===== config.mk =====
export PLATFORM = sky130hd
export DESIGN_NAME = adv_timer_capture
export DESIGN_NICKNAME = d
export VERILOG_FILES = /design/src/rtl/adv_timer_capture_pkg.sv /design/src/rtl/adv_timer_capture_fifo.sv /design/src/rtl/adv_timer_capture.sv
export SDC_FILE = /design/constraint.sdc
export NUM_CORES = 1
export LEC_CHECK = 0
export ABC_AREA = 1
export CORE_MARGIN = 2
export CORE_UTILIZATION = 55
export DETAILED_ROUTE_END_ITERATION = 12
export MAX_ROUTING_LAYER = met4
export PLACE_DENSITY = 0.77
export RECOVER_POWER = 25
export SETUP_SLACK_MARGIN = 0.05
export SLEW_MARGIN = 10
export SYNTH_ARGS = -nofsm -noshare
export SYNTH_HDL_FRONTEND = slang
export SYNTH_SLANG_ARGS = --single-unit

===== constraint.sdc =====
create_clock -name clk_i -period 6.8 [get_ports clk_i]
set_clock_uncertainty 0.15 [all_clocks]
set_input_delay 1.02 -clock clk_i [delete_from_list [all_inputs] [get_ports clk_i]]
set_output_delay 1.02 -clock clk_i [all_outputs]
set_load 0.01 [all_outputs]

===== src/rtl/adv_timer_capture_pkg.sv =====
// Shared types and constants for the PWM input-capture unit.
package adv_timer_capture_pkg;

  typedef enum logic [1:0] {
    IDLE       = 2'd0,
    WAIT_FIRST = 2'd1,
    HIGH       = 2'd2,
    LOW        = 2'd3
  } cap_state_e;

  // Bit positions inside status_o.
  localparam int unsigned STS_ACTIVE  = 0;
  localparam int unsigned STS_DROP    = 1;
  localparam int unsigned STS_TIMEOUT = 2;
  localparam int unsigned STS_OVF     = 3;

  // Default result width; the top re-declares the record at its own NUM_BITS.
  localparam int unsigned MEAS_NUM_BITS = 16;

  typedef struct packed {
    logic [MEAS_NUM_BITS-1:0] period;
    logic [MEAS_NUM_BITS-1:0] high;
    logic                     ovf;
  } meas_t;

endpackage


===== src/rtl/adv_timer_capture_fifo.sv =====
// Two-entry registered result buffer with valid/ready drain, flush and
// push-drop indication. The head entry is always held in slot0.
module adv_timer_capture_fifo #(
  parameter int unsigned WIDTH = 33
) (
  input  logic             clk_i,
  input  logic             rst_i,
  input  logic             flush_i,
  input  logic             push_i,
  input  logic [WIDTH-1:0] push_data_i,
  output logic             push_drop_o,
  input  logic             pop_ready_i,
  output logic             empty_o,
  output logic [WIDTH-1:0] pop_data_o
);

  logic [WIDTH-1:0] slot0_q, slot1_q, slot0_d, slot1_d;
  logic [1:0]       count_q, count_d;
  logic             full, pop, accept;

  assign empty_o     = (count_q == 2'd0);
  assign full        = (count_q == 2'd2);
  assign pop         = !empty_o && pop_ready_i;
  // A pop in the same cycle frees the slot the push needs.
  assign accept      = push_i && (!full || pop);
  assign push_drop_o = push_i && !accept && !flush_i;
  assign pop_data_o  = slot0_q;

  // Next slot contents: shift on pop, then append behind whatever remains.
  always_comb begin
    slot0_d = slot0_q;
    slot1_d = slot1_q;
    count_d = count_q;
    if (flush_i) begin
      count_d = 2'd0;
    end else begin
      if (pop) begin
        slot0_d = slot1_q;
        count_d = count_q - 2'd1;
      end
      if (accept) begin
        if (count_d == 2'd0) begin
          slot0_d = push_data_i;
        end else begin
          slot1_d = push_data_i;
        end
        count_d = count_d + 2'd1;
      end
    end
  end

  // Buffer storage registers.
  always_ff @(posedge clk_i) begin
    if (rst_i) begin
      slot0_q <= '0;
      slot1_q <= '0;
      count_q <= '0;
    end else begin
      slot0_q <= slot0_d;
      slot1_q <= slot1_d;
      count_q <= count_d;
    end
  end

endmodule


===== src/rtl/adv_timer_capture.sv =====
// PWM input capture: measures period and active time of pwm_i in prescaled
// ticks and queues each completed measurement in a 2-entry buffer.
module adv_timer_capture
  import adv_timer_capture_pkg::*;
#(
  parameter int unsigned NUM_BITS    = 16,
  parameter int unsigned SYNC_STAGES = 2
) (
  input  logic                clk_i,
  input  logic                rst_i,
  input  logic                cfg_start_i,
  input  logic                cfg_stop_i,
  input  logic                cfg_pol_i,
  input  logic [7:0]          cfg_presc_i,
  input  logic [NUM_BITS-1:0] cfg_timeout_i,
  input  logic                pwm_i,
  output logic                meas_valid_o,
  input  logic                meas_ready_i,
  output logic [NUM_BITS-1:0] meas_period_o,
  output logic [NUM_BITS-1:0] meas_high_o,
  output logic                meas_ovf_o,
  output logic [3:0]          status_o
);

  typedef struct packed {
    logic [NUM_BITS-1:0] period;
    logic [NUM_BITS-1:0] high;
    logic                ovf;
  } result_t;

  localparam int unsigned RES_W  = $bits(result_t);
  localparam int unsigned SYNC_N = (SYNC_STAGES < 1) ? 1 : SYNC_STAGES;

  cap_state_e          state_q, state_d;
  logic [SYNC_N-1:0]   sync_q;
  logic                sync_d_q;
  logic                sig, sig_d;
  logic                ref_edge_q, act_end_q;
  logic [7:0]          presc_q;
  logic                tick;
  logic [NUM_BITS-1:0] cnt_q, cnt_next, high_q;
  logic                ovf_q, ovf_now;
  logic                timeout_hit;
  logic                ctl_run, push, cnt_clr, snap_high, to_set;
  logic                sticky_drop_q, sticky_to_q, sticky_ovf_q;
  logic                fifo_flush, fifo_drop, fifo_empty;
  logic [RES_W-1:0]    fifo_dout;
  result_t             push_rec, head_rec;

  assign sig   = sync_q[SYNC_N-1] ^ cfg_pol_i;
  assign sig_d = sync_d_q ^ cfg_pol_i;

  // Synchronizer chain plus registered reference/active-end edge flags.
  always_ff @(posedge clk_i) begin
    if (rst_i) begin
      sync_q     <= '0;
      sync_d_q   <= 1'b0;
      ref_edge_q <= 1'b0;
      act_end_q  <= 1'b0;
    end else begin
      sync_q[0] <= pwm_i;
      for (int unsigned i = 1; i < SYNC_N; i++) begin
        sync_q[i] <= sync_q[i-1];
      end
      sync_d_q   <= sync_q[SYNC_N-1];
      ref_edge_q <= sig && !sig_d;
      act_end_q  <= !sig && sig_d;
    end
  end

  assign tick = (state_q != IDLE) && (presc_q == cfg_presc_i);

  // Tick prescaler, parked at zero while idle.
  always_ff @(posedge clk_i) begin
    if (rst_i || cfg_start_i || state_q == IDLE || tick) begin
      presc_q <= '0;
    end else begin
      presc_q <= presc_q + 8'd1;
    end
  end

  assign cnt_next    = (cnt_q == '1) ? cnt_q : cnt_q + NUM_BITS'(tick);
  assign ovf_now     = ovf_q || (cnt_next == '1);
  assign timeout_hit = (cfg_timeout_i != '0) && (cnt_next >= cfg_timeout_i);

  // FSM state register.
  always_ff @(posedge clk_i) begin
    if (rst_i) begin
      state_q <= IDLE;
    end else begin
      state_q <= state_d;
    end
  end

  // FSM next state; stop beats start, and an edge beats a timeout.
  always_comb begin
    state_d = state_q;
    if (cfg_stop_i) begin
      state_d = IDLE;
    end else if (cfg_start_i) begin
      state_d = WAIT_FIRST;
    end else begin
      case (state_q)
        IDLE:       state_d = IDLE;
        WAIT_FIRST: if (ref_edge_q) state_d = HIGH;
        HIGH: begin
          if (act_end_q)        state_d = LOW;
          else if (timeout_hit) state_d = WAIT_FIRST;
        end
        LOW: begin
          if (ref_edge_q)       state_d = HIGH;
          else if (timeout_hit) state_d = WAIT_FIRST;
        end
        default:    state_d = IDLE;
      endcase
    end
  end

  // FSM outputs: counter control, snapshot, push and timeout event.
  always_comb begin
    ctl_run   = !cfg_stop_i && !cfg_start_i;
    push      = 1'b0;
    cnt_clr   = 1'b0;
    snap_high = 1'b0;
    to_set    = 1'b0;
    if (ctl_run) begin
      case (state_q)
        WAIT_FIRST: cnt_clr = ref_edge_q;
        HIGH: begin
          snap_high = act_end_q;
          to_set    = !act_end_q && timeout_hit;
        end
        LOW: begin
          push    = ref_edge_q;
          cnt_clr = ref_edge_q;
          to_set  = !ref_edge_q && timeout_hit;
        end
        default: ;
      endcase
    end
  end

  // Tick counter, measurement overflow flag and active-time snapshot.
  always_ff @(posedge clk_i) begin
    if (rst_i || cfg_start_i) begin
      cnt_q  <= '0;
      ovf_q  <= 1'b0;
      high_q <= '0;
    end else begin
      if (cnt_clr) begin
        cnt_q <= '0;
        ovf_q <= 1'b0;
      end else if (state_q != IDLE) begin
        cnt_q <= cnt_next;
        ovf_q <= ovf_now;
      end
      if (snap_high) begin
        high_q <= cnt_next;
      end
    end
  end

  // Sticky status bits, cleared by reset and by an accepted start.
  always_ff @(posedge clk_i) begin
    if (rst_i || (cfg_start_i && !cfg_stop_i)) begin
      sticky_drop_q <= 1'b0;
      sticky_to_q   <= 1'b0;
      sticky_ovf_q  <= 1'b0;
    end else begin
      if (fifo_drop)        sticky_drop_q <= 1'b1;
      if (to_set)           sticky_to_q   <= 1'b1;
      if (push && ovf_now)  sticky_ovf_q  <= 1'b1;
    end
  end

  assign push_rec = '{period: cnt_next, high: high_q, ovf: ovf_now};
  // A simultaneous stop makes the start a no-op, buffer included.
  assign fifo_flush = cfg_start_i && !cfg_stop_i;

  adv_timer_capture_fifo #(
    .WIDTH(RES_W)
  ) u_fifo (
    .clk_i       (clk_i),
    .rst_i       (rst_i),
    .flush_i     (fifo_flush),
    .push_i      (push),
    .push_data_i (push_rec),
    .push_drop_o (fifo_drop),
    .pop_ready_i (meas_ready_i),
    .empty_o     (fifo_empty),
    .pop_data_o  (fifo_dout)
  );

  assign head_rec      = result_t'(fifo_dout);
  assign meas_valid_o  = !fifo_empty;
  assign meas_period_o = head_rec.period;
  assign meas_high_o   = head_rec.high;
  assign meas_ovf_o    = head_rec.ovf;

  assign status_o[STS_ACTIVE]  = (state_q != IDLE);
  assign status_o[STS_DROP]    = sticky_drop_q;
  assign status_o[STS_TIMEOUT] = sticky_to_q;
  assign status_o[STS_OVF]     = sticky_ovf_q;

endmodule


* After elaboration in Yosys (flattened, before gate mapping) *
Index checks and enable logic that the tools add are counted.

storage, ports and cells
  output and inout bits = 38
  bits of input ports = 31
  logic and storage cells = 95
  register bits after elaboration = 119

cells by class
  $add $sub $neg = 4
  reduce and logical (&&, ||, !) cells = 40
  bitwise logic cells = 4
  magnitude comparators = 1
  muxes and demuxes = 21
  equality and inequality tests = 9

operators with widths
  cell                                                              count
  33-bit two-way mux                                                3
  16-bit == test (second input constant)                            2
  16-bit by 1-bit adder with 16-bit output                          1
  16-bit >= comparator                                              1
  16-bit two-way mux                                                1
  16-bit nonzero test                                               1
  2-bit two-way mux                                                 7
  1-bit logical AND                                                 13
  1-bit zero test                                                   10
  8-bit by 1-bit adder with 8-bit output (second input constant)    1
  8-bit == test                                                     1
  1-bit two-way mux                                                 8
  2-bit case mux with 4 select lines                                1
  2-bit OR reduction                                                4
  2-bit == test (second input constant)                             3
  2-bit zero test                                                   3
  1-bit logical OR                                                  6
  3-bit inequality test (second input constant)                     1
  3-bit AND reduction                                               1
  3-bit OR reduction                                                1
  2-bit by 1-bit adder with 2-bit output (second input constant)    1
  2-bit by 1-bit == test with 1-bit output (second input constant)  1
  2-bit inequality test (second input constant)                     1
  1-bit NOT                                                         2
  other kinds (4)                                                   5

* Longest topological paths before layout *
  depth in word-level cells = 10
  mapped depth = 25

* Hierarchy *
From an unflattened synthesis, not the netlist that was laid out.

second synthesis, totals
  cells, all modules = 1051
  area, all modules = 6780.3 µm²

modules (own cells, without submodules)
  module                  instances  cells an instance  area each (µm²)  sequential area each (µm²)
  adv_timer_capture_fifo  1          570                3611.0           1361.3
  adv_timer_capture       1          481                3169.3           1021.0

* Worst setup path before layout *
OpenSTA, ideal clock, no wires.

  kind = in2reg
  from = input cfg_presc_i[2]
  to = register state_q[1]
  setup time = 0.120 ns
  data required time = 6.530 ns
  slack = 3.008 ns
  stages = 20
  path buffers = 0
  arrival time = 3.522 ns
  path through = a221oi_1 > nand4_1 > inv_1 > ha_1 > ha_1 > nand3_1 > nor2_1 > nand4_1 > nand2_1 > nand2_4 > ha_1 > nand2_1 > inv_1 > nand3_1 > nor3_1 > nand3_1 > nand3_1 > nand2_1 > o21bai_1 > a21oi_1

between the ends
  cells in the longest elaborated chain, start to end = 9

ends and longest elaborated chain
  item                                          line                     RTL
  start: declaration                            adv_timer_capture.sv:14  input logic [7:0] cfg_presc_i,
  8-bit == test (*)                             adv_timer_capture.sv:71  assign tick = (state_q != IDLE) && (presc_q == cfg_presc_i);
  1-bit logical AND (*)                         adv_timer_capture.sv:71
  16-bit by 1-bit adder with 16-bit output (*)  adv_timer_capture.sv:82  assign cnt_next = (cnt_q == '1) ? cnt_q : cnt_q + NUM_BITS'(tick);
  16-bit two-way mux (*)                        adv_timer_capture.sv:82
  via cnt_next[14]                              adv_timer_capture.sv:41  logic [NUM_BITS-1:0] cnt_q, cnt_next, high_q;
  16-bit >= comparator (*)                      adv_timer_capture.sv:84  assign timeout_hit = (cfg_timeout_i != '0) && (cnt_next >= cfg_timeout_i);
  1-bit logical AND (*)                         adv_timer_capture.sv:84
  2-bit two-way mux (*)                         --
  2-bit two-way mux (on tied branches)          --
  2-bit case mux with 4 select lines (*)        --
  end signal: assignment                        adv_timer_capture.sv:91  state_q <= state_d;
  end: declaration                              adv_timer_capture.sv:34  cap_state_e state_q, state_d;

The timed path passes the listed nets; every way through them passes the cells marked *.
A chain may end at the register's enable or synchronous reset.

* Worst setup path in the final report *
  from = register state_q[1]
  to = register state_q[0]

between the ends
  cells in the longest elaborated chain, start to end = 10

ends and longest elaborated chain
  item                                          line                      RTL
  2-bit nonzero test (*)                        adv_timer_capture.sv:71
  1-bit logical AND (*)                         adv_timer_capture.sv:71
  16-bit by 1-bit adder with 16-bit output (*)  adv_timer_capture.sv:82
  16-bit two-way mux (*)                        adv_timer_capture.sv:82
  via cnt_next[8]                               adv_timer_capture.sv:41
  16-bit >= comparator (*)                      adv_timer_capture.sv:84
  1-bit logical AND (*)                         adv_timer_capture.sv:84
  2-bit two-way mux (*)                         --
  2-bit two-way mux (on tied branches)          --
  2-bit case mux with 4 select lines (*)        adv_timer_capture.sv:103  case (state_q)
  1-bit two-way mux (*)                         adv_timer_capture.sv:100  end else if (cfg_start_i) begin

Marked as above.

==> key figures <==
Power and ir drop
  • Pwr per Cell Area: between 200 and 250 nW/um^2
  • Worst vdd ir: 0.175 mV
  • Leak pwr: about 0.0035 uW

Placed design
  • Post-Place Cells: about 1000
  • Final GP Congestion: 0.933
  • Placed cell area: a little under 7000 um^2
  • Port bufs: 68
  • HPWL after DPL: roughly 12000 um

Synthesis
  • Avg Inst Size Synth: about 7 um^2
  • Mapped Area: about 6100 um^2
  • Commonest cells post-synth: nand2_1 (176), inv_1 (129), dfxtp_1 (119), o21ai_0 (92), a21oi_1 (66)
  • Cell count after synthesis: 863
  • Ys async rst share: 0%
  • Ranking of synthesized cells by area: dfxtp_1 (39%), nand2_1 (11%), inv_1 (8.0%), o21ai_0 (7.6%), a21oi_1 (5.4%)
  • Yosys synthesis warning count: 0
  • Sequential-to-total area share from yosys stat: 39.2%
  • Number of synthesized flops with an enable pin: 0
  • Syn_nets: just over 900
  • Top cell type by total area after synthesis: dfxtp_1
  • Area share of the largest cell type after synthesis: between 30% and 40%
  • Synth Register Bits: 119
  • Cell variety after synth: 42
  • Most common cell in the netlist: nand2_1
  • Top FF cell, synth: dfxtp_1

Floorplanning
  • Die height: around 110 um
  • Rows: 38
  • DIE AREA: approximately 12000 um^2
  • Core area: 10800 um^2
  • Initial Util: 56.3%
  • Chip width: 109 um
  • I/O pins: 69

Routing
  • Initial drt markers: between 500 and 600
  • Routed Wire Length: about 17000 um
  • Drt pass-1 iters: 5
  • Via count: between 5000 and 6000
  • Vias per inst: around 5.6
  • Post-route ant nets: 0
  • Drt drc: 0
  • DR WL/cell: between 15 and 20 um

Critical path
  • Reg2reg path depth: 23
  • Worst r2r src: state_q[1]
  • Critical Path RT: just over 7000 ps
  • Critical Path Sink Type: flip-flop
  • CP Launch Type: flip-flop
  • Worst R2R Setup Slack: 2250 ps
  • Worst-path fanout max: 23
  • CP arrival: between 4000 and 5000 ps
  • Worst Setup Path Type: reg -> reg
  • RR Endpoint: state_q[0]

Global route
  • Congestion Overflow GR: 0
  • Gr usage total: 31.8%
  • Vias in the first global route: 5672
  • Largest net degree at the start of global routing: 78
  • Initial antenna violation count: 0
  • First-pass GRT wire length: about 28000 um

Layout
  • Non-filler cells, final: roughly 1100
  • Post-route core utilization: 68.0%
  • Fillers: around 920
  • Fin area: roughly 7300 um^2
  • Layout cells sized above 1: roughly 6.5%
  • Multi-input combinational cell area: between 3000 and 4000 um^2
  • Register area: around 2400 um^2
  • Total Nets Final: 967
  • Layout area overhead: 20.8%
  • Diodes inserted: 0

STA
  • Fmax: 0.220 GHz
  • RSZ-0062 raised after global routing: false
  • Pins over their slew limit: 0
  • Setup TNS: 0 ps
  • Endpoints failing hold: 0
  • Least-Margin Pin Slew: 1220 ps
  • Final Setup Violations: 0
  • Worst hold margin: 266 ps
  • Minimum clock period: between 4000 and 5000 ps
  • Tcrit/Tclk final: 66.9%
  • Max transition margin: a little under a fifth

Clock network
  • # Post-CTS Setup Buffers: 0
  • Maximum clock insertion buffer count: 2
  • CTS Hold Bufs: 0
  • CTS tree: built
  • # clock sinks: 119
  • Clock root buffer: clkbuf_8
  • Worst skew pair latency: about 530 ps
  • TritonCTS Buffers: 17
  • CTS clock-pin slew for the worst setup and hold paths: 60 ps
  • Post-CTS Resized: 0
  • H-tree depth: 4

Min path
  • Worst hold endpoint: sync_q[1]
  • Hold Path Class: reg -> reg
  • Worst hold stages: 2
  • Hold path start: sync_q[0]

Job
  • Total of max-cap violations: 0

Outcome
  • Run status: completed
[critical path, stage by stage, from the launching register on]
cell      delay [ps]
dfxtp_1          380
nor2_1            70
buf_4            210
inv_1            460
o21ai_0          180
a211oi_1         210
nand4_1          130
inv_1             80
ha_1             260
ha_1             290
inv_1             70
nor2_2           190
nand2_1           90
xor2_1           130
nand2_1          260
ha_1             380
nand2_1           60
nor3_1           260
nand3_1          110
nand3_1          150
nand2_1           90
nand2_1           70
nand3_1           60
a21oi_1          140
[cells by family after synthesis]
| group | Yosys count | synth area share [%] |
|---|---|---|
| AOI/OAI and AO/OA | 222 | 20.9 |
| adders and majority gates | 22 | 4.53 |
| DFF | 119 | 39.2 |
| and+or+nand+nor | 311 | 22.3 |
| buffers and inverters | 177 | 11.4 |
| xor gates and xnor gates | 12 | 1.73 |
[worst max-delay path by stage]
stage / startpoint / to / slack (ps)
CTS: state_q[1] / state_q[0] / 2300
global route: state_q[1] / state_q[0] / 1790
finish: state_q[1] / state_q[0] / 2250
floorplan: cfg_presc_i[2] / state_q[1] / 3010
global placement: cfg_presc_i[4] / state_q[1] / 2140
detailed placement: cfg_presc_i[4] / state_q[0] / 2050
[sequential cells by signal, indices dropped and copies added (netlist names)]
| signal | count |
|---|---|
| act_end_q | 1 |
| cnt_q | 16 |
| high_q | 16 |
| ovf_q | 1 |
| presc_q | 8 |
| ref_edge_q | 1 |
| state_q | 2 |
| sticky_drop_q | 1 |
| sticky_ovf_q | 1 |
| sticky_to_q | 1 |
| sync_d_q | 1 |
| sync_q | 2 |
| u_fifo.count_q | 2 |
| u_fifo.pop_data_o | 33 |
| u_fifo.slot1_q | 33 |
[power breakdown]
group / leakage [uW] / switching [uW] / total, uW / internal [uW]
registers: 0.000960 / 5.92 / 708 / 702
logic: 0.00224 / 54.1 / 87.1 / 32.9
clock network: 0.000266 / 316 / 838 / 522
total: 0.00347 / 376 / 1630 / 1260
[placed cells by master (no fill, tap or decap), types with 3 or more instances in the layout]
cell / netlist / final
nand2_1: 176 / 176
inv_1: 129 / 128
dfxtp_1: 119 / 119
o21ai_0: 92 / 92
a21oi_1: 66 / 66
nor2_1: 50 / 50
nand3_1: 42 / 41
clkdlybuf4s50_1: 0 / 34
dlygate4sd3_1: 0 / 34
ha_1: 22 / 22
a31oi_1: 17 / 17
o2111ai_1: 16 / 16
clkbuf_16: 0 / 16
nand4_1: 12 / 12
nor2_2: 7 / 7
xnor2_1: 7 / 7
o21a_1: 7 / 7
buf_4: 3 / 7
o211ai_1: 6 / 6
nand2_2: 5 / 5
nor4_1: 5 / 5
inv_2: 4 / 5
xor2_1: 5 / 5
o21ai_1: 4 / 4
a211oi_1: 4 / 4
nor3_1: 4 / 4
clkinv_2: 0 / 4
nand2_4: 3 / 3
[stage by stage]
stage          setup WS (ps)  total power [uW]
2_1_floorplan           3010               768
3_3_place_gp            2140               807
3_5_place_dp            2050               809
4_1_cts                 2300              1640
5_1_grt                 1790              1680
6_report                2250              1630
[routing by layer]
metal	vias to the layer above	global-route usage, %	part of all wire (%)
li1	2954	-	-
met2	217	51.9	48
met4	0	14.0	3.1
met1	2760	38.4	44
met3	49	5.86	5.5
met5	-	-	0
[final cells by class]
cell class	instances	share of cell area, %
clock buffers	20	5.93
clock inverters	9	1.43
inverters	134	6.85
multi-input cells	567	41.0
flip-flops and latches	119	32.4
well taps	140	2.39
repair buffers	75	9.99
Note: power is estimated with default switching activity, not from simulation.
